## config.mk

```make
export PLATFORM = sky130hd
export DESIGN_NAME = reaction_test_controller
export DESIGN_NICKNAME = d
export VERILOG_FILES = /design/src/rtl/reaction_test_controller_pkg.sv /design/src/rtl/reaction_test_controller_sync_edge.sv /design/src/rtl/reaction_test_controller.sv
export SDC_FILE = /design/constraint.sdc
export NUM_CORES = 1
export LEC_CHECK = 0
export CAP_MARGIN = 10
export CELL_PAD_IN_SITES_DETAIL_PLACEMENT = 0
export CELL_PAD_IN_SITES_GLOBAL_PLACEMENT = 1
export CORE_AREA = 2 2 83 85
export CTS_CLUSTER_SIZE = 12
export DETAILED_ROUTE_END_ITERATION = 12
export DIE_AREA = 0 0 85 87
export GPL_TIMING_DRIVEN = 0
export PLACE_DENSITY_LB_ADDON = 0.1
export SYNTH_ARGS = -nofsm -noshare
export SYNTH_HDL_FRONTEND = slang
export SYNTH_SLANG_ARGS = --single-unit
```

## constraint.sdc

```tcl
create_clock -name clk_100MHz -period 2.2 [get_ports clk_100MHz]
set_clock_uncertainty 0.15 [all_clocks]
set_input_delay 0.33 -clock clk_100MHz [delete_from_list [all_inputs] [get_ports clk_100MHz]]
set_output_delay 0.33 -clock clk_100MHz [all_outputs]
set_load 0.02 [all_outputs]
```

## src/rtl/reaction_test_controller_pkg.sv

```systemverilog
// Shared definitions for the reaction-test trial sequencer.
//   state_t    : FSM encodings (3 bits)
//   LFSR_TAPS  : Galois feedback mask for x^16+x^14+x^13+x^11+1
//   lfsr_step  : one right-shift Galois LFSR advance
package reaction_test_controller_pkg;

   typedef enum logic [2:0] {
      IDLE    = 3'd0,
      ARMED   = 3'd1,
      LIT     = 3'd2,
      DONE    = 3'd3,
      FOUL    = 3'd4,
      TIMEOUT = 3'd5
   } state_t;

   localparam logic [15:0] LFSR_TAPS = 16'hB400;

   function automatic logic [15:0] lfsr_step(input logic [15:0] s);
      return {1'b0, s[15:1]} ^ (s[0] ? LFSR_TAPS : 16'h0000);
   endfunction

endpackage

```

## src/rtl/reaction_test_controller_sync_edge.sv

```systemverilog
// Two-flop synchroniser with rising-edge detect on the synchronised level.
//   clk_i  : clock
//   rst_i  : synchronous active-high reset (clears the whole chain)
//   d_i    : asynchronous level input
//   lvl_o  : synchronised level
//   rise_o : one-cycle pulse on a 0->1 of lvl_o
module reaction_test_controller_sync_edge (
   input  logic clk_i,
   input  logic rst_i,
   input  logic d_i,
   output logic lvl_o,
   output logic rise_o
);

   // [0],[1] form the synchroniser; [2] is the delayed copy for edge detect
   logic [2:0] sh_q;

   always_ff @(posedge clk_i) begin
      if (rst_i) sh_q <= '0;
      else       sh_q <= {sh_q[1:0], d_i};
   end

   assign lvl_o  = sh_q[1];
   assign rise_o = sh_q[1] & ~sh_q[2];

endmodule

```

## src/rtl/reaction_test_controller.sv

```systemverilog
// Reaction-timer trial sequencer. Arms on a start press, waits a fixed plus
// pseudo-random number of ticks, lights the LED (count enable downstream) and
// ends the trial when the reaction switch rises. Early switch = false start.
//   clk_100MHz      : system clock
//   clear           : synchronous active-high reset
//   start           : async start button (level)
//   reaction_switch : async reaction switch (level)
//   led_on          : stimulus LED / downstream count enable
//   timer_clear     : one-cycle pulse on the arm cycle
//   done            : valid result held
//   foul            : false start held
//   timeout         : no-reaction timeout held (0 unless REACTION_TIMEOUT_EN)
// Build option: define REACTION_TIMEOUT_EN to end LIT after TIMEOUT_MS ticks.
module reaction_test_controller
   import reaction_test_controller_pkg::*;
#(
   parameter int          CLK_HZ       = 100_000_000,
   parameter int          TICK_HZ      = 1000,
   parameter int          MIN_DELAY_MS = 1000,
   parameter int          RAND_BITS    = 12,
   parameter logic [15:0] LFSR_SEED    = 16'hACE1,
   parameter int          TIMEOUT_MS   = 9999
) (
   input  logic clk_100MHz,
   input  logic clear,
   input  logic start,
   input  logic reaction_switch,
   output logic led_on,
   output logic timer_clear,
   output logic done,
   output logic foul,
   output logic timeout
);

   localparam int PRE_DIV = CLK_HZ / TICK_HZ;
   localparam int PRE_W   = (PRE_DIV > 1) ? $clog2(PRE_DIV) : 1;
   localparam int DLY_W   = $clog2(MIN_DELAY_MS + 2**RAND_BITS);

   logic st_s, start_rise, rs_s, unused_rs_rise;

   reaction_test_controller_sync_edge u_sync_start (
      .clk_i(clk_100MHz), .rst_i(clear), .d_i(start),
      .lvl_o(st_s), .rise_o(start_rise)
   );

   reaction_test_controller_sync_edge u_sync_react (
      .clk_i(clk_100MHz), .rst_i(clear), .d_i(reaction_switch),
      .lvl_o(rs_s), .rise_o(unused_rs_rise)
   );

   state_t             state_q;
   logic [PRE_W-1:0]   presc_q, presc_d;
   logic [15:0]        lfsr_q, lfsr_d;
   logic [DLY_W-1:0]   dly_q;
   logic               led_q, done_q, foul_q;
   logic               tick, arm_ok, arm;

   assign tick   = (presc_q == PRE_W'(PRE_DIV - 1));
   assign lfsr_d = lfsr_step(lfsr_q);

   // A new trial may start only from a resting state, and only once the
   // switch has been lowered.
   always_comb begin
      arm_ok = (state_q == IDLE) || (state_q == DONE) || (state_q == FOUL);
`ifdef REACTION_TIMEOUT_EN
      arm_ok = arm_ok || (state_q == TIMEOUT);
`endif
   end
   assign arm = arm_ok & start_rise & ~rs_s;

   // Prescaler restarts on arm so the first delay tick is a full period away.
   always_comb begin
      if (arm || tick) presc_d = '0;
      else             presc_d = presc_q + PRE_W'(1);
   end

   always_ff @(posedge clk_100MHz) begin
      if (clear) begin
         presc_q <= '0;
         lfsr_q  <= LFSR_SEED;
      end else begin
         presc_q <= presc_d;
         lfsr_q  <= lfsr_d;
      end
   end

`ifdef REACTION_TIMEOUT_EN
   localparam int TO_W = (TIMEOUT_MS > 1) ? $clog2(TIMEOUT_MS + 1) : 1;
   logic [TO_W-1:0] to_q;
   logic            timeout_q;
   assign timeout = timeout_q;
`else
   logic unused_timeout_cfg;
   assign unused_timeout_cfg = (TIMEOUT_MS != 0);
   assign timeout = 1'b0;
`endif

   always_ff @(posedge clk_100MHz) begin
      if (clear) begin
         state_q <= IDLE;
         dly_q   <= '0;
         led_q   <= 1'b0;
         done_q  <= 1'b0;
         foul_q  <= 1'b0;
`ifdef REACTION_TIMEOUT_EN
         to_q      <= '0;
         timeout_q <= 1'b0;
`endif
      end else if (arm) begin
         state_q <= ARMED;
         dly_q   <= DLY_W'(MIN_DELAY_MS) + DLY_W'(lfsr_q[RAND_BITS-1:0]);
         led_q   <= 1'b0;
         done_q  <= 1'b0;
         foul_q  <= 1'b0;
`ifdef REACTION_TIMEOUT_EN
         timeout_q <= 1'b0;
`endif
      end else begin
         case (state_q)
            ARMED: begin
               // Switch is checked first: a switch on the expiry tick is a foul.
               if (rs_s) begin
                  state_q <= FOUL;
                  foul_q  <= 1'b1;
               end else if (tick) begin
                  if (dly_q <= DLY_W'(1)) begin
                     state_q <= LIT;
                     led_q   <= 1'b1;
`ifdef REACTION_TIMEOUT_EN
                     to_q    <= '0;
`endif
                  end
                  if (dly_q != '0) dly_q <= dly_q - DLY_W'(1);
               end
            end
            LIT: begin
               if (rs_s) begin
                  state_q <= DONE;
                  led_q   <= 1'b0;
                  done_q  <= 1'b1;
               end
`ifdef REACTION_TIMEOUT_EN
               else if (tick) begin
                  if (to_q == TO_W'(TIMEOUT_MS - 1)) begin
                     state_q   <= TIMEOUT;
                     led_q     <= 1'b0;
                     timeout_q <= 1'b1;
                  end else begin
                     to_q <= to_q + TO_W'(1);
                  end
               end
`endif
            end
            default: ;
         endcase
      end
   end

   assign led_on      = led_q;
   assign timer_clear = arm;
   assign done        = done_q;
   assign foul        = foul_q;

endmodule

```

==> out/metrics.yaml, run 1 <==
status: "complete, but fails checks"
violations: "setup timing"
numCtsBuffers: 9
cap_violations: 0
grt_pass1_vias: 1897
fin_crit_ps: 2220
crit_required_ps: 2280
start_kind: "register"
cts.clk_slew.worst_paths_ps: 70
ant_nets: 0
drive_gt1_share_pct: 22.4
antenna_found_initial: 0
fmax_mhz: 450
cellPowerDensity_mw_per_mm2: 775
firstDrtPassIters: 4
synth_compound_area_share_pct: 11.1
cpMostUsedCell: "or3_4"
yosys_warnings: 0
synth_edf_count: 0
cts_tree: "built"
synth_flop_cell: "dfxtp_1"
grt.total_usage_pct: 16.2
leakagePower_nw: 1.18
drt_iter0_drc: 63
cp_slowest_stage_delay_ps: 490
slew_viol_final: 0
yosysUniqueCellTypes: 55
async_flop_share_pct: 0
switching_share_pct: 22.9
clkLatencyLatePin_ps: 320
synth-xor-area-share_pct: 10.0
p_int_w: 0.00187
wl_um: 5540
seq_area_frac_synth_pct: 45.0
port_buffers: 7
htree_levels: 3
diodes: 0
setup_viol: 1
worstMarginPinSlew_ps: 588
ys_ff_latch: 57
coreArea_mm2: 0.00657
synth_top_cell_by_area: "dfxtp_1"
drcViolationCount: 0
cp_slowest_cell: "or4_4"
seqPwrFrac_pct: 46.0
ir_drop_uv: 377
synth_cells: 273
finalHoldViolations: 0
worst_slack_ps: -24.5
wl_per_cell_um: 14.3
relSlewSlack_pct: 60.8
crit_arrival_ps: 2310
overflow: 0
initial_core_util_pct: 38.6
dieArea_mm2: 0.00740
worstSetupEndpointType: "register"
synth_fp_nets: 282
avgViaCountPerCell: 5.10
synthTopCellsByArea: "dfxtp_1 (45%), xor2_1 (5.9%), nor2_1 (5.8%), xnor2_1 (4.1%), nor2b_1 (3.2%)"
gp_congestion: 0.749
dp_hpwl_um: 3730
synth_top_area_share_pct: 45.0
final_cell_mix: "dfxtp_1 (49), nor2_1 (38), xor2_1 (17), buf_4 (15), clkbuf_8 (15)"
finalCritPeriodShare_pct: 101
tns_ps: -24.5
grt_start_max_net_pins: 11
clockBufferDepth: 2
avgSynthCellArea_um2: 9.28
holdWs_ps: 266
syn_area_mm2: 0.00253
cp_max_fo: 4
die_w_um: 85
final_common_cell: "dfxtp_1"
synth_adder_area_share_pct: 2.47
root_buffer: "clkbuf_8"
ctsHoldBuffers: 0
cts_sinks: 57
p_switching_w: 0.000555
num_rows: 30
synth_top_family_by_area: "simple AND/OR/NAND/NOR gates"
nets: 312
muxShareOfSynthArea_pct: 0
io_pins: 9
fill_cells: 632
grt_pass1_wl_um: 9450
via_count: 1977
syn2layout_area_growth_pct: 23.3
hold_path.class: "reg -> reg"
critPathKind: "reg -> reg"
rsz0062_at_grt: "true"
p_comb_share_pct: 9.6
path_cells: "or3_4 -> or2_4 -> or3_4 -> or4_4 -> o311ai_2"
die_y_um: 87
synth-simple-area-share_pct: 28.7
power_frac_clock_pct: 44.4
synthesized netlist by cell type, types with 2 or more instances:
master / n
and4_1: 3
nor3_1: 5
nand2_1: 11
o31ai_1: 4
a31oi_1: 4
or2_2: 6
nor3b_1: 2
nand4_1: 10
or4_1: 2
nand2b_1: 3
nand3_1: 7
dfxtp_1: 57
xnor2_1: 12
nor2b_1: 13
clkbuf_1: 6
or3_1: 5
o21ai_0: 3
nor4_1: 3
ha_1: 5
nor2_1: 39
a211oi_1: 3
inv_1: 5
xor2_1: 17
clkbuf_2: 2
o211ai_1: 2
and2_1: 2
a311oi_1: 2
and3_1: 5
a21oi_1: 9
registers in the layout (all words and copies together) (netlist names):
register and flops:
state_q 3, dly_q 13, led_on 1, u_sync_react.sh_q 2, foul 1, lfsr_q 16
presc_q 17, u_sync_start.sh_q 3, done 1
final cells by class:
type	count	area (um^2)	area share, %
timing repair buffer	20	169	5.41
clock inverter	1	30.0	0.961
multi-input combinational	201	1400	44.9
inverter	5	18.8	0.601
sequential	57	1150	36.9
tap	80	100	3.20
buffer	9	55.1	1.76
clock buffer	15	196	6.29
metal layers:
layer,global-route usage (%),share of wire [%],vias to the layer above
met4,6.93,1.1,0
li1,-,-,1026
met1,24.8,58,920
met5,0,0,-
met3,3.13,2.2,5
met2,21.8,39,26
power groups by stage:
stage | clock (W) | sequential, W | combinational (W)
3_5_place_dp | 0 | 0.00113 | 0.000191
5_1_grt | 0.00116 | 0.00112 | 0.000257
3_3_place_gp | 0 | 0.00113 | 0.000190
4_1_cts | 0.00110 | 0.00111 | 0.000202
2_1_floorplan | 0 | 0.00112 | 0.000146
6_report | 0.00108 | 0.00112 | 0.000231
kinds of logic after synthesis:
family / Yosys count
AO/OA/AOI/OAI: 39
buffers and inverters: 15
flip-flops: 57
AND/OR/NAND/NOR: 127
XOR/XNOR: 29
other: 1
adder cells (fa/ha/maj): 5
through the flow:
stage	util, %	cells	instance area, um^2	setup slack (ps)	power, W
3_5_place_dp	41.2	360	2700	-460	0.00132
2_1_floorplan	-	273	2530	22.7	0.00127
3_3_place_gp	41.2	360	2700	-458	0.00132
5_1_grt	47.6	388	3120	-57.4	0.00253
4_1_cts	46.3	384	3040	0.407	0.00241
6_report	47.6	388	3120	-24.5	0.00242
critical path: cells and delay by family (launching register included):
| kind | cells | cell delay [ps] |
|---|---|---|
| and+or+nand+nor | 4 | 1530 |
| DFF | 1 | 350 |
| AOI/OAI and AO/OA | 1 | 90 |
timing repair:
action                     4_1_cts  5_1_grt
buffers inserted                 8        5
setup endpoints to repair       23       24
resized for setup               19       16
pin swaps                        8        5
final timing paths:
check / start / end / slack (ps) / cells after the start
setup / recovery: dly_q[4] / dly_q[11] / -20 / 5
hold / removal: lfsr_q[12] / lfsr_q[11] / 270 / 1
setup reg to reg: dly_q[4] / dly_q[11] / -20 / 5
hold reg to reg: lfsr_q[12] / lfsr_q[11] / 270 / 1
Note: power is estimated with default switching activity, not from simulation.
==> inputs of run 2 (changes only) <==
--- a/config.mk
+++ b/config.mk
@@ -13,7 +13,7 @@
 export DETAILED_ROUTE_END_ITERATION = 12
 export DIE_AREA = 0 0 85 87
 export GPL_TIMING_DRIVEN = 0
-export PLACE_DENSITY_LB_ADDON = 0.1
+export PLACE_DENSITY_LB_ADDON = 0.12
 export SYNTH_ARGS = -nofsm -noshare
 export SYNTH_HDL_FRONTEND = slang
 export SYNTH_SLANG_ARGS = --single-unit
==> run 2 against run 1 <==
The flow now finishes without violations. Largest power group unchanged. Via count increased by 1.6%. Power decreased by 3.1%. Die area unchanged. Clock-buffer cell count decreased by 1. Non-clock buffer count decreased by 1. Final cell count decreased by 0.26%.
==> out/metrics.yaml, run 2 (synthesis gave the netlist of run 1 again) <==
finalCritPeriodShare_pct: 99.1  # -2.0 points
htree_levels: 3  # unchanged
ant_nets: 0  # unchanged
finalHoldViolations: 0  # unchanged
crit_buf_inv: 0  # unchanged
dieArea_mm2: 0.00740  # unchanged
fill_cells: 653  # +3.3%
ir_drop_uv: 348  # -7.8%
reg_top3: "presc_q: 17 flops, lfsr_q: 16 flops, dly_q: 13 flops"
largest_register_ffs: 17  # unchanged
drive_gt1_share_pct: 21.8  # -0.58 points
nets: 311  # -0.32%
dp_hpwl_um: 3780  # +1.4%
syn2layout_area_growth_pct: 21.5
firstDrtPassIters: 4  # unchanged
crit_family: "simple AND/OR/NAND/NOR gates"
holdWs_ps: 261  # -4.83 ps
coreArea_mm2: 0.00657  # unchanged
rsz0062_at_grt: "true"
io_pins: 9  # unchanged
clockBufferDepth: 2  # unchanged
cp_slowest_stage_delay_ps: 490  # about the same
avgViaCountPerCell: 5.19  # +1.9%
antenna_found_initial: 0  # unchanged
cp_max_fo: 6  # +2
port_buffers: 7  # unchanged
diodes: 0  # unchanged
final_cell_mix: "dfxtp_1 (46), nor2_1 (38), xor2_1 (17), buf_4 (14)"
fin_crit_ps: 2180  # -44.9 ps
clkLatencyLatePin_ps: 340  # +20 ps
cellPowerDensity_mw_per_mm2: 763  # -1.6%
grt_pass1_vias: 1843  # -2.8%
grt_start_max_net_pins: 11  # unchanged
die_w_um: 85  # unchanged
slew_viol_final: 0  # unchanged
multi_input_area_mm2: 0.00139  # -1.1%
drcViolationCount: 0  # unchanged
grt.total_usage_pct: 16.9  # +0.64 points
num_rows: 30  # unchanged
status: "finished, final reports clean"
leakagePower_nw: 1.15  # -1.8%
worstMarginPinSlew_ps: 565  # -23.2 ps
relSlewSlack_pct: 62.0  # +1.2 points
worstSetupEndpointType: "register"
crit_arrival_ps: 2280  # -30 ps
grt_pass1_wl_um: 9650  # +2.1%
critPathKind: "reg -> reg"
fmax_mhz: 459  # +2.1%
drt_iter0_drc: 126  # +100%
root_buffer: "clkbuf_8"
largest_register: "presc_q"
ctsHoldBuffers: 0  # unchanged
ff_latch_area_mm2: 0.00116  # +0.33%
setup_viol: 0  # -1
crit_required_ps: 2300  # +20 ps
final_common_cell: "dfxtp_1"
cts_sinks: 57  # unchanged
path_cells: "or3_4 -> or2_4 -> or3_4 -> or4_1 -> o311ai_1"
wl_per_cell_um: 14.3  # +0.31%
start_kind: "register"
cts_tree: "built"
p_total_w: 0.00235  # -3.1%
die_y_um: 87  # unchanged
hold_path.class: "reg -> reg"
initial_core_util_pct: 38.6  # unchanged
cts.clk_slew.worst_paths_ps: 70  # about the same
via_count: 2009  # +1.6%
cp_slowest_cell: "or4_1"
cap_violations: 0  # unchanged
overflow: 0  # unchanged
wl_um: 5550  # about the same
numCtsBuffers: 9  # unchanged
gp_congestion: 0.736  # -1.7%
reg2reg_slack_ps: 20  # +40 ps
cpMostUsedCell: "or3_4"
[run 2: per-layer routing]
metal	track usage, %	wire [um]	vias up
li1	-	-	1024
met1	24.9	2920	941
met2	22.7	2250	32
met3	4.83	274	12
met4	7.22	97	0
met5	0	0	-
[run 2: metrics by stage]
| step | worst slack (ps) | instances | cell area [um^2] | utilization (%) | setup TNS [ps] |
|---|---|---|---|---|---|
| 2_1_floorplan | 22.7 | 273 | 2530 | - | 0 |
| 3_3_place_gp | -480 | 360 | 2700 | 41.2 | -4480 |
| 3_5_place_dp | -491 | 360 | 2700 | 41.2 | -3560 |
| 4_1_cts | 4.41 | 382 | 3010 | 45.8 | 0 |
| 5_1_grt | -92.7 | 387 | 3080 | 46.9 | -381 |
| 6_report | 20.3 | 387 | 3080 | 46.9 | 0 |
[run 2: path summary, 6_finish.rpt]
check,start,to,depth (start not counted)
hold reg to reg,lfsr_q[12],lfsr_q[11],1
setup / recovery,dly_q[4],dly_q[11],5
setup reg to reg,dly_q[4],dly_q[11],5
hold / removal,lfsr_q[12],lfsr_q[11],1
[run 2: repair_timing]
item | CTS | global route
setup endpoints to repair | 21 | 19
pin swaps | 7 | 9
setup buffers | 7 | 5
gates resized for setup | 20 | 20
[run 2: where the power goes]
| group | switching, W | internal, W | leakage, nW |
|---|---|---|---|
| clock | 0.000407 | 0.000615 | 0.107 |
| sequential | 0.0000401 | 0.00108 | 0.472 |
| combinational | 0.000111 | 0.0000994 | 0.576 |
| total | 0.000558 | 0.00179 | 1.15 |
[run 2: area by class of cell]
| cell class | instances | share of cell area, % |
|---|---|---|
| plain buffers | 10 | 1.95 |
| clock buffers | 14 | 5.61 |
| clock inverters | 2 | 1.14 |
| inverters | 5 | 0.610 |
| multi-input cells | 201 | 45.0 |
| flip-flops and latches | 57 | 37.6 |
| well taps | 80 | 3.25 |
| repair buffers | 18 | 4.80 |
==> inputs of run 3 (changes only) <==
--- a/config.mk
+++ b/config.mk
@@ -6,14 +6,14 @@
 export NUM_CORES = 1
 export LEC_CHECK = 0
 export CAP_MARGIN = 10
-export CELL_PAD_IN_SITES_DETAIL_PLACEMENT = 0
-export CELL_PAD_IN_SITES_GLOBAL_PLACEMENT = 1
-export CORE_AREA = 2 2 83 85
+export CELL_PAD_IN_SITES_DETAIL_PLACEMENT = 2
+export CELL_PAD_IN_SITES_GLOBAL_PLACEMENT = 2
+export CORE_AREA = 2 2 90 92
 export CTS_CLUSTER_SIZE = 12
 export DETAILED_ROUTE_END_ITERATION = 12
-export DIE_AREA = 0 0 85 87
+export DIE_AREA = 0 0 92 94
 export GPL_TIMING_DRIVEN = 0
-export PLACE_DENSITY_LB_ADDON = 0.12
+export PLACE_DENSITY_LB_ADDON = 0.1
 export SYNTH_ARGS = -nofsm -noshare
 export SYNTH_HDL_FRONTEND = slang
 export SYNTH_SLANG_ARGS = --single-unit
==> run 3 against run 2 <==
Critical path type unchanged. The run now ends with setup timing left. Final area rose by 5.5%. Critical path depth did not move. Sequential share of layout area fell by 1.8 points. Register-to-register slack got worse by 60 ps. Critical endpoint unchanged. Sequential power barely moved. Clock power fell by 13%. Setup slack got worse by 60 ps. Die area rose by 17%. Via count rose by 7.0%.
==> out/metrics.yaml, run 3 (synthesis gave the netlist of run 1 again) <==
io_pins: 9  # unchanged
p_total_w: 0.00228  # -3.0%
cts_tree: "built"
dieArea_mm2: 0.00865  # +17%
diodes: 0  # unchanged
violations: "setup timing"
numCtsBuffers: 9  # unchanged
worstMarginPinSlew_ps: 635  # +70.4 ps
holdWs_ps: 264  # +3.44 ps
leakagePower_nw: 1.22  # +5.5%
fill_cells: 847  # +30%
multi_input_area_mm2: 0.00148  # +6.8%
overflow: 0  # unchanged
worstSetupEndpointType: "register"
status: "complete, but fails checks"
rsz0062_at_grt: "true"
clkLatencyLatePin_ps: 330  # about the same
grt.total_usage_pct: 17.6  # +0.75 points
initial_core_util_pct: 33.3  # -5.3 points
ctsHoldBuffers: 0  # unchanged
grt_pass1_wl_um: 11600  # +21%
critPathKind: "reg -> reg"
via_count: 2150  # +7.0%
dp_hpwl_um: 4660  # +23%
port_buffers: 7  # unchanged
wl_per_cell_um: 17.1  # +19%
num_rows: 32  # +6.7%
finalHoldViolations: 0  # unchanged
finalCritPeriodShare_pct: 102  # +2.7 points
relSlewSlack_pct: 57.6  # -4.3 points
cp_max_fo: 5  # -1
coreArea_mm2: 0.00761  # +16%
hold_path.class: "reg -> reg"
ir_drop_uv: 416  # +20%
worst_slack_ps: -40.1  # -60.4 ps
start_kind: "register"
final_common_cell: "dfxtp_1"
grt_pass1_vias: 2192  # +19%
setup_viol: 1  # +1
firstDrtPassIters: 4  # unchanged
crit_arrival_ps: 2340  # +60 ps
gp_congestion: 0.763  # +3.7%
ff_latch_area_mm2: 0.00116  # +0.54%
drt_iter0_drc: 82  # -35%
htree_levels: 3  # unchanged
nets: 318  # +2.3%
final_cell_mix: "dfxtp_1 (45), nor2_1 (38), buf_4 (18), xor2_1 (17)"
die_w_um: 92  # +8.2%
ant_nets: 0  # unchanged
fmax_mhz: 446  # -2.7%
drive_gt1_share_pct: 26.8  # +4.9 points
antenna_found_initial: 0  # unchanged
drcViolationCount: 0  # unchanged
cts_sinks: 57  # unchanged
wl_um: 7120  # +28%
clockBufferDepth: 2  # unchanged
cellPowerDensity_mw_per_mm2: 701  # -8.0%
fin_crit_ps: 2240  # +60.4 ps
syn2layout_area_growth_pct: 28.2
crit_required_ps: 2300  # about the same
avgViaCountPerCell: 5.17  # -0.44%
largest_register: "presc_q"
die_y_um: 94  # +8.0%
cts.clk_slew.worst_paths_ps: 70  # about the same
largest_register_ffs: 17  # unchanged
slew_viol_final: 0  # unchanged
root_buffer: "clkbuf_8"
reg_top3: "presc_q: 17 flops, lfsr_q: 16 flops, dly_q: 13 flops"
grt_start_max_net_pins: 11  # unchanged
cap_violations: 0  # unchanged
-- run 3: cell count changes in the layout (fill, tap and decap cells not counted), moves of 2 or more --
cell and delta:
buf_6 +2, buf_4 +4, clkinv_2 +2, dfxtp_4 +2
a311oi_2 +2, a311oi_1 -2, nor4_4 +2, nor4_1 -2
-- run 3: timing repair --
item                       CTS  global route
buffers inserted            13             5
setup endpoints to repair   24            24
pin swaps                    8             9
gates resized for setup     26            34
-- run 3: per-layer routing --
metal / up-vias / part of all wire, % / track usage, % / wire [um]
met5: - / 0 / 0 / 0
met4: 0 / 1.3 / 6.72 / 91
met3: 11 / 2.0 / 3.85 / 145
met2: 16 / 46 / 26.9 / 3280
met1: 1087 / 51 / 24.3 / 3600
li1: 1036 / - / - / -
-- run 3: report_power, final --
| group | switching [W] | total (W) | internal (W) |
|---|---|---|---|
| Clock | 0.000419 | 0.000885 | 0.000465 |
| Combinational | 0.000140 | 0.000273 | 0.000133 |
| Sequential | 0.0000475 | 0.00112 | 0.00107 |
| Total | 0.000607 | 0.00228 | 0.00167 |
-- run 3: final timing paths --
kind | startpoint | to | slack, ps | cells past startpoint
max reg2reg | dly_q[4] | dly_q[11] | -40 | 5
min reg2reg | lfsr_q[12] | lfsr_q[11] | 260 | 1
max | dly_q[4] | dly_q[11] | -40 | 5
min | lfsr_q[12] | lfsr_q[11] | 260 | 1
-- run 3: per-stage QoR --
stage | TNS (ps) | area [um^2] | util (%) | instances | worst slack [ps]
after floorplan | 0 | 2530 | - | 273 | 22.7
after global placement | -5750 | 2730 | 35.9 | 382 | -510
after detailed placement | -5640 | 2730 | 35.9 | 382 | -519
after CTS | 0 | 3080 | 40.5 | 411 | 4.04
after global routing | -225 | 3250 | 42.7 | 416 | -79.5
final | -40.1 | 3250 | 42.7 | 416 | -40.1
-- run 3: layout make-up --
| type | instances | area share (%) |
|---|---|---|
| well taps | 102 | 3.93 |
| repair buffers | 25 | 6.47 |
| plain buffers | 10 | 2.20 |
| clock buffers | 13 | 4.89 |
| multi-input cells | 201 | 45.6 |
| clock inverters | 3 | 0.462 |
| inverters | 5 | 0.655 |
| flip-flops and latches | 57 | 35.8 |
-- run 3: critical path, cell delays in order, from the launching register on --
cell and delay [ps]:
dfxtp_4 360, or3_4 390, or2_4 260, or3_4 400
or4_4 510, o311ai_4 90
